**config.mk**
```make
export PLATFORM = sky130hd
export DESIGN_NAME = registro_banderas_flat
export DESIGN_NICKNAME = d
export VERILOG_FILES = /design/src/rtl/registro_banderas_if.sv /design/src/rtl/registro_banderas.sv /design/src/flat_wrapper.sv
export SDC_FILE = /design/constraint.sdc
export NUM_CORES = 1
export LEC_CHECK = 0
export ABC_AREA = 1
export BUFFER_PORTS_ARGS = -buffer_cell sky130_fd_sc_hd__buf_2
export CAP_MARGIN = 0
export CORE_MARGIN = 3
export CORE_UTILIZATION = 40
export DETAILED_ROUTE_END_ITERATION = 8
export REMOVE_ABC_BUFFERS = 1
export SETUP_SLACK_MARGIN = 0.05
export SYNTH_ARGS = -nofsm -noshare
export SYNTH_HDL_FRONTEND = slang
export SYNTH_SLANG_ARGS = --single-unit
```
**constraint.sdc**
```tcl
create_clock -name clk -period 2.35 [get_ports clk]
set_clock_uncertainty 0.15 [all_clocks]
set_input_delay 0.47 -clock clk [delete_from_list [all_inputs] [get_ports clk]]
set_output_delay 0.47 -clock clk [all_outputs]
set_load 0.05 [all_outputs]
```
**src/rtl/registro_banderas_if.sv**
```systemverilog
// Flag register bus: ALU flag inputs, control strobes, status outputs.
// master = controller side, slave = registro_banderas.
interface registro_banderas_if #(
  parameter int PROFUNDIDAD = 4
);
  localparam int OW = $clog2(PROFUNDIDAD) + 1;

  logic [3:0]    banderas_in;
  logic [2:0]    alu_op;
  logic          cargar;
  logic          guardar;
  logic          restaurar;
  logic          limpiar_sticky;
  logic [2:0]    cond;
  logic [3:0]    banderas_q;
  logic          cond_cumple;
  logic          v_sticky;
  logic          pila_llena;
  logic          pila_vacia;
  logic [OW-1:0] ocupacion;
  logic          error_pila;

  modport master (
    output banderas_in, alu_op, cargar, guardar,
    output restaurar, limpiar_sticky, cond,
    input  banderas_q, cond_cumple, v_sticky,
    input  pila_llena, pila_vacia, ocupacion, error_pila
  );

  modport slave (
    input  banderas_in, alu_op, cargar, guardar,
    input  restaurar, limpiar_sticky, cond,
    output banderas_q, cond_cumple, v_sticky,
    output pila_llena, pila_vacia, ocupacion, error_pila
  );
endinterface

```
**src/rtl/registro_banderas.sv**
```systemverilog
// NZCV status register with branch-condition decode and save/restore LIFO.
// Ports: clk, rst (sync, active-high), bus (registro_banderas_if.slave).
module registro_banderas #(
  parameter int PROFUNDIDAD  = 4,
  parameter bit PRESERVAR_CV = 1'b1
) (
  input  logic              clk,
  input  logic              rst,
  registro_banderas_if.slave bus
);
  localparam int AW = (PROFUNDIDAD > 1) ? $clog2(PROFUNDIDAD) : 1;
  localparam int OW = $clog2(PROFUNDIDAD) + 1;
  localparam logic [OW-1:0] LLENO = OW'(PROFUNDIDAD);

  logic [3:0]    band_q, band_d;
  logic [OW-1:0] ocup_q, ocup_d;
  logic          sticky_q, sticky_d;
  logic          err_q, err_d;
  logic [3:0]    pila_q [PROFUNDIDAD];

  logic          vacia, llena;
  logic          conflicto, push_ok, pop_ok;
  logic          arit, carga_ev, cc;
  logic [AW-1:0] idx_top, idx_push;

  assign vacia     = (ocup_q == '0);
  assign llena     = (ocup_q == LLENO);
  assign conflicto = bus.guardar & bus.restaurar;
  assign push_ok   = bus.guardar & ~bus.restaurar & ~llena;
  assign pop_ok    = bus.restaurar & ~bus.guardar & ~vacia;
  assign arit      = (bus.alu_op[2:1] == 2'b00);
  assign idx_top   = AW'(ocup_q - OW'(1));
  assign idx_push  = AW'(ocup_q);
  // Any event that writes new flags; cargar is ignored under a valid pop
  assign carga_ev  = pop_ok | bus.cargar;

  always_comb begin
    band_d   = band_q;
    ocup_d   = ocup_q;
    sticky_d = sticky_q;
    err_d    = err_q;
    if (pop_ok) begin
      band_d = pila_q[idx_top];
      ocup_d = ocup_q - OW'(1);
    end else if (bus.cargar) begin
      band_d[3:2] = bus.banderas_in[3:2];
      if (PRESERVAR_CV && !arit)
        band_d[1:0] = band_q[1:0];
      else
        band_d[1:0] = bus.banderas_in[1:0];
    end
    if (push_ok)
      ocup_d = ocup_q + OW'(1);
    if ((bus.guardar & llena) |
        (bus.restaurar & vacia) |
        conflicto)
      err_d = 1'b1;
    // Set beats clear when both happen together
    if (bus.limpiar_sticky)
      sticky_d = 1'b0;
    if (carga_ev && band_d[0])
      sticky_d = 1'b1;
  end

  always_ff @(posedge clk) begin
    if (rst) begin
      band_q   <= '0;
      ocup_q   <= '0;
      sticky_q <= 1'b0;
      err_q    <= 1'b0;
    end else begin
      band_q   <= band_d;
      ocup_q   <= ocup_d;
      sticky_q <= sticky_d;
      err_q    <= err_d;
    end
  end

  // Stack storage needs no reset; occupancy alone defines validity
  always_ff @(posedge clk) begin
    if (!rst && push_ok)
      pila_q[idx_push] <= band_q;
  end

  always_comb begin
    cc = 1'b1;
    case (bus.cond)
      3'b000: cc = 1'b1;
      3'b001: cc = band_q[2];
      3'b010: cc = ~band_q[2];
      3'b011: cc = band_q[1];
      3'b100: cc = ~band_q[1];
      3'b101: cc = band_q[3];
      3'b110: cc = band_q[0];
      3'b111: cc = (band_q[3] == band_q[0]);
      default: cc = 1'b1;
    endcase
  end

  assign bus.banderas_q  = band_q;
  assign bus.cond_cumple = cc;
  assign bus.v_sticky    = sticky_q;
  assign bus.pila_llena  = llena;
  assign bus.pila_vacia  = vacia;
  assign bus.ocupacion   = ocup_q;
  assign bus.error_pila  = err_q;
endmodule

```
**src/flat_wrapper.sv**
```systemverilog
// flat-port wrapper written by rule: the top's interface ports become plain ports
module registro_banderas_flat 
#(
  parameter int PROFUNDIDAD  = 4,
  parameter bit PRESERVAR_CV = 1'b1
)
  (clk, rst, bus_banderas_in, bus_alu_op, bus_cargar, bus_guardar, bus_restaurar, bus_limpiar_sticky, bus_cond, bus_banderas_q, bus_cond_cumple, bus_v_sticky, bus_pila_llena, bus_pila_vacia, bus_ocupacion, bus_error_pila);
  registro_banderas_if #(.PROFUNDIDAD(PROFUNDIDAD)) bus_i ();
  input  logic clk;
  input  logic rst;
  input wire logic [$bits(bus_i.banderas_in)-1:0] bus_banderas_in;
  input wire logic [$bits(bus_i.alu_op)-1:0] bus_alu_op;
  input wire logic [$bits(bus_i.cargar)-1:0] bus_cargar;
  input wire logic [$bits(bus_i.guardar)-1:0] bus_guardar;
  input wire logic [$bits(bus_i.restaurar)-1:0] bus_restaurar;
  input wire logic [$bits(bus_i.limpiar_sticky)-1:0] bus_limpiar_sticky;
  input wire logic [$bits(bus_i.cond)-1:0] bus_cond;
  output wire logic [$bits(bus_i.banderas_q)-1:0] bus_banderas_q;
  output wire logic [$bits(bus_i.cond_cumple)-1:0] bus_cond_cumple;
  output wire logic [$bits(bus_i.v_sticky)-1:0] bus_v_sticky;
  output wire logic [$bits(bus_i.pila_llena)-1:0] bus_pila_llena;
  output wire logic [$bits(bus_i.pila_vacia)-1:0] bus_pila_vacia;
  output wire logic [$bits(bus_i.ocupacion)-1:0] bus_ocupacion;
  output wire logic [$bits(bus_i.error_pila)-1:0] bus_error_pila;
  assign bus_i.banderas_in = bus_banderas_in;
  assign bus_i.alu_op = bus_alu_op;
  assign bus_i.cargar = bus_cargar;
  assign bus_i.guardar = bus_guardar;
  assign bus_i.restaurar = bus_restaurar;
  assign bus_i.limpiar_sticky = bus_limpiar_sticky;
  assign bus_i.cond = bus_cond;
  assign bus_banderas_q = bus_i.banderas_q;
  assign bus_cond_cumple = bus_i.cond_cumple;
  assign bus_v_sticky = bus_i.v_sticky;
  assign bus_pila_llena = bus_i.pila_llena;
  assign bus_pila_vacia = bus_i.pila_vacia;
  assign bus_ocupacion = bus_i.ocupacion;
  assign bus_error_pila = bus_i.error_pila;
  registro_banderas #(.PROFUNDIDAD(PROFUNDIDAD), .PRESERVAR_CV(PRESERVAR_CV)) u_core (.clk(clk), .rst(rst), .bus(bus_i));
endmodule
```
==> metrics.md <==
| Metric | Value |
|---|---|
| Total I/O pin count | 28 |
| Startpoint Class | register |
| Worst-path clk slew | 140 ps |
| VDD IR-drop max | 0.442 mV |
| Layout Cells excl Fill | 217 |
| Hold Slack | 190 ps |
| DRC | 0 |
| Dpl ws | between 400 and 500 ps |
| CP bufs+invs | 3 |
| Share of the synthesized area in the top cell type | 0.382 |
| Clock buffer depth | 2 |
| H-Tree Level Count | 1 |
| Port Buf Inserts | 26 |
| Via/cell ratio | 4.69 |
| Cell count after synthesis | 145 |
| Largest cells by area after synthesis | edfxtp_1 (38%), dfxtp_1 (14%), nand2_1 (7.2%) |
| CP max-delay cell | dfxtp_1 |
| Chip height | approximately 62 microns |
| Share of layout cells above drive strength 1 | 0.234 |
| Initial antenna violation count | 0 |
| CTS root buf | clkbuf_4 |
| Synth Area in XOR/XNOR | 0 |
| Synth area leader | edfxtp_1 |
| Synth unique cells | 25 |
| Post-synthesis adder-cell area fraction | 0.0498 |
| Clk_lat worst skew | roughly 320 ps |
| Mux cell area share after synthesis | 0 |
| Largest net degree at the start of global routing | 17 |
| Crit Path Category | register to output port |
| Combinational family with the most area after synthesis | simple AND/OR/NAND/NOR gates |
| Hold WC Path Type | input port to register |
| Die width | 62.1 microns |
| Diodes inserted | 0 |
| Minimum clock period | approximately 2200 ps |
| Required @ worst endpoint | 1730 ps |
| Post-CTS Setup Inserts | 0 |
| Leak | 0.690 nW |
| Cell row count | 19 |
| Number of flops mapped to enable cells by yosys | 16 |
| Number of global-route vias before repair | 900 |
| Drt pass-1 iters | 4 |
| Synth async-reset ratio | 0 |
| CP peak stage delay | between 300 and 400 ps |
| Gpl congestion | 0.789 |
| Hold Fails Final Rpt | 0 |
| CP cell instances | inv_2 > ha_1 > inv_1 > nor2_1 > buf_2 |
| Crit. End Element | output port |
| Final period utilization | 0.916 |
| RSZ-0062 raised after global routing | no |
| Fill count | 293 |
| Vias | roughly 1,000 |
| Max Fclk | 464 MHz |
| DR iter-0 viols | 34 |
| Crit path DAT | 1530 ps |
| Compound-cell area share of the yosys netlist | 0.0945 |
| Outcome | complete, no violations |
| Num CTS Buffers | 3 |
| Die area | 3850 sq um |
| Final setup vio count | 0 |
| Slew Limit Fails | 0 |
| Total Wirelength | 2.59 mm |
| Core ar. | 2880 sq um |
| Worst Tran Pin Value | a little over 400 ps |
| Synthesized cell area | around 1300 sq um |
| CTS tree | done |
| Wire per inst | 11.9 microns |
| Primary FF master, synth | edfxtp_1 |
| Maxcap violations | 0 |
| Antenna Nets Post-Route | 0 |
| Syn Area/Cell | 8.67 sq um |
| # clock sinks | 25 |
| CP top delay family | buffers and inverters |
| DP Wirelength | 2.01 mm |
| Power per cell area | 845 nW/um^2 |
| Area growth syn-to-layout | 16.7% |
| Post-CTS sizing | 0 |
| All-Layer GR Usage | 0.146 |
| Post-synth top cells | nand2_1 (24), inv_1 (23), nor2_1 (20) |
| Design Power | 1.24 mW |
| Rel. slew slack | 0.723 |
| Seq/Total Area, Yosys | 0.525 |
| Post-Place Cells | 213 |
| Synth Register Bits | 25 |
| First-pass GRT wire length | 4.08 mm |
| Ys Warns | 0 |
| Peak fanout along the critical path | 11 |
| FF-to-FF setup slack | approximately 440 ps |
| Nets@finish | 197 |
| Cts hold-fix bufs | 0 |
| Setup ws final | between 150 and 200 ps |
| Top-count cell post-synth | nand2_1 |
| Post-synthesis simple-gate area fraction | 0.237 |
| Initial Utilization | 0.437 |
| Gr ovfl total | 0 |
==> per-layer routing <==
layer / share of wire / GRT usage / routed length (microns) / up-vias
li1: - / - / - / 532
met1: 0.48 / 0.205 / 1240 / 463
met2: 0.48 / 0.231 / 1240 / 21
met3: 0.034 / 0.0248 / 87 / 2
met4: 0.0054 / 0.0455 / 14 / 0
met5: 0 / 0 / 0 / -
==> power breakdown <==
group	internal (mW)	total (mW)	switching [mW]
Combinational	0.138	0.488	0.350
Clock	0.0693	0.204	0.135
Sequential	0.511	0.547	0.0359
==> path summary, 6_finish.rpt <==
kind                                start                  endpoint  depth (start not counted)
setup / recovery  u_core.bus.ocupacion[0]            bus_pila_vacia                          5
hold / removal                        rst  u_core.bus.banderas_q[1]                          2
setup reg to reg  u_core.bus.ocupacion[1]       u_core.pila_q[2][1]                          5
hold reg to reg     u_core.bus.error_pila     u_core.bus.error_pila                          2
==> final cells by class <==
type / instances / area, sq um / area share
sequential: 25 / 661 / 0.450
multi-input combinational: 92 / 479 / 0.327
timing repair buffer: 27 / 138 / 0.0938
inverter: 27 / 106 / 0.0725
tap: 42 / 52.6 / 0.0358
clock buffer: 3 / 22.5 / 0.0153
clock inverter: 1 / 8.76 / 0.00597
==> worst register-to-register path: stages, from the launching register on <==
cell     delay (ps)
dfxtp_1         420
inv_1           100
ha_1            230
nand2_1         130
nand4_1         170
nor2_1          380
==> layout by cell type (no fill, tap or decap), types with 2 or more instances in the layout <==
master    instances
nand2_1          24
nand3b_1          3
inv_1            23
nor2_2            2
nor2_1           20
a31oi_1           2
nand3_1          10
o21ai_1           3
buf_2            26
dfxtp_1           9
edfxtp_1         16
ha_1              5
a21oi_1           4
nand4_1           3
clkbuf_4          3
o21ai_0           8
inv_2             3
==> through the flow <==
| stage | cell area [sq um] | TNS, ps | utilization |
|---|---|---|---|
| floorplan | 1250 | -26.1 | - |
| global placement | 1440 | 0 | 0.499 |
| detailed placement | 1440 | 0 | 0.499 |
| CTS | 1470 | 0 | 0.510 |
| global route | 1470 | 0 | 0.510 |
| finish | 1470 | 0 | 0.510 |
==> sequential cells by signal, indices dropped and copies added (netlist names) <==
signal                 flops
u_core.bus.banderas_q      4
u_core.bus.error_pila      1
u_core.bus.ocupacion       3
u_core.bus.v_sticky        1
u_core.pila_q             16
==> cell families after synthesis <==
family | count (synthesis)
buf+inv | 28
fa+ha+maj | 5
flops | 25
compound gates | 21
simple gates | 66
Power figures use the tool's default switching activity.
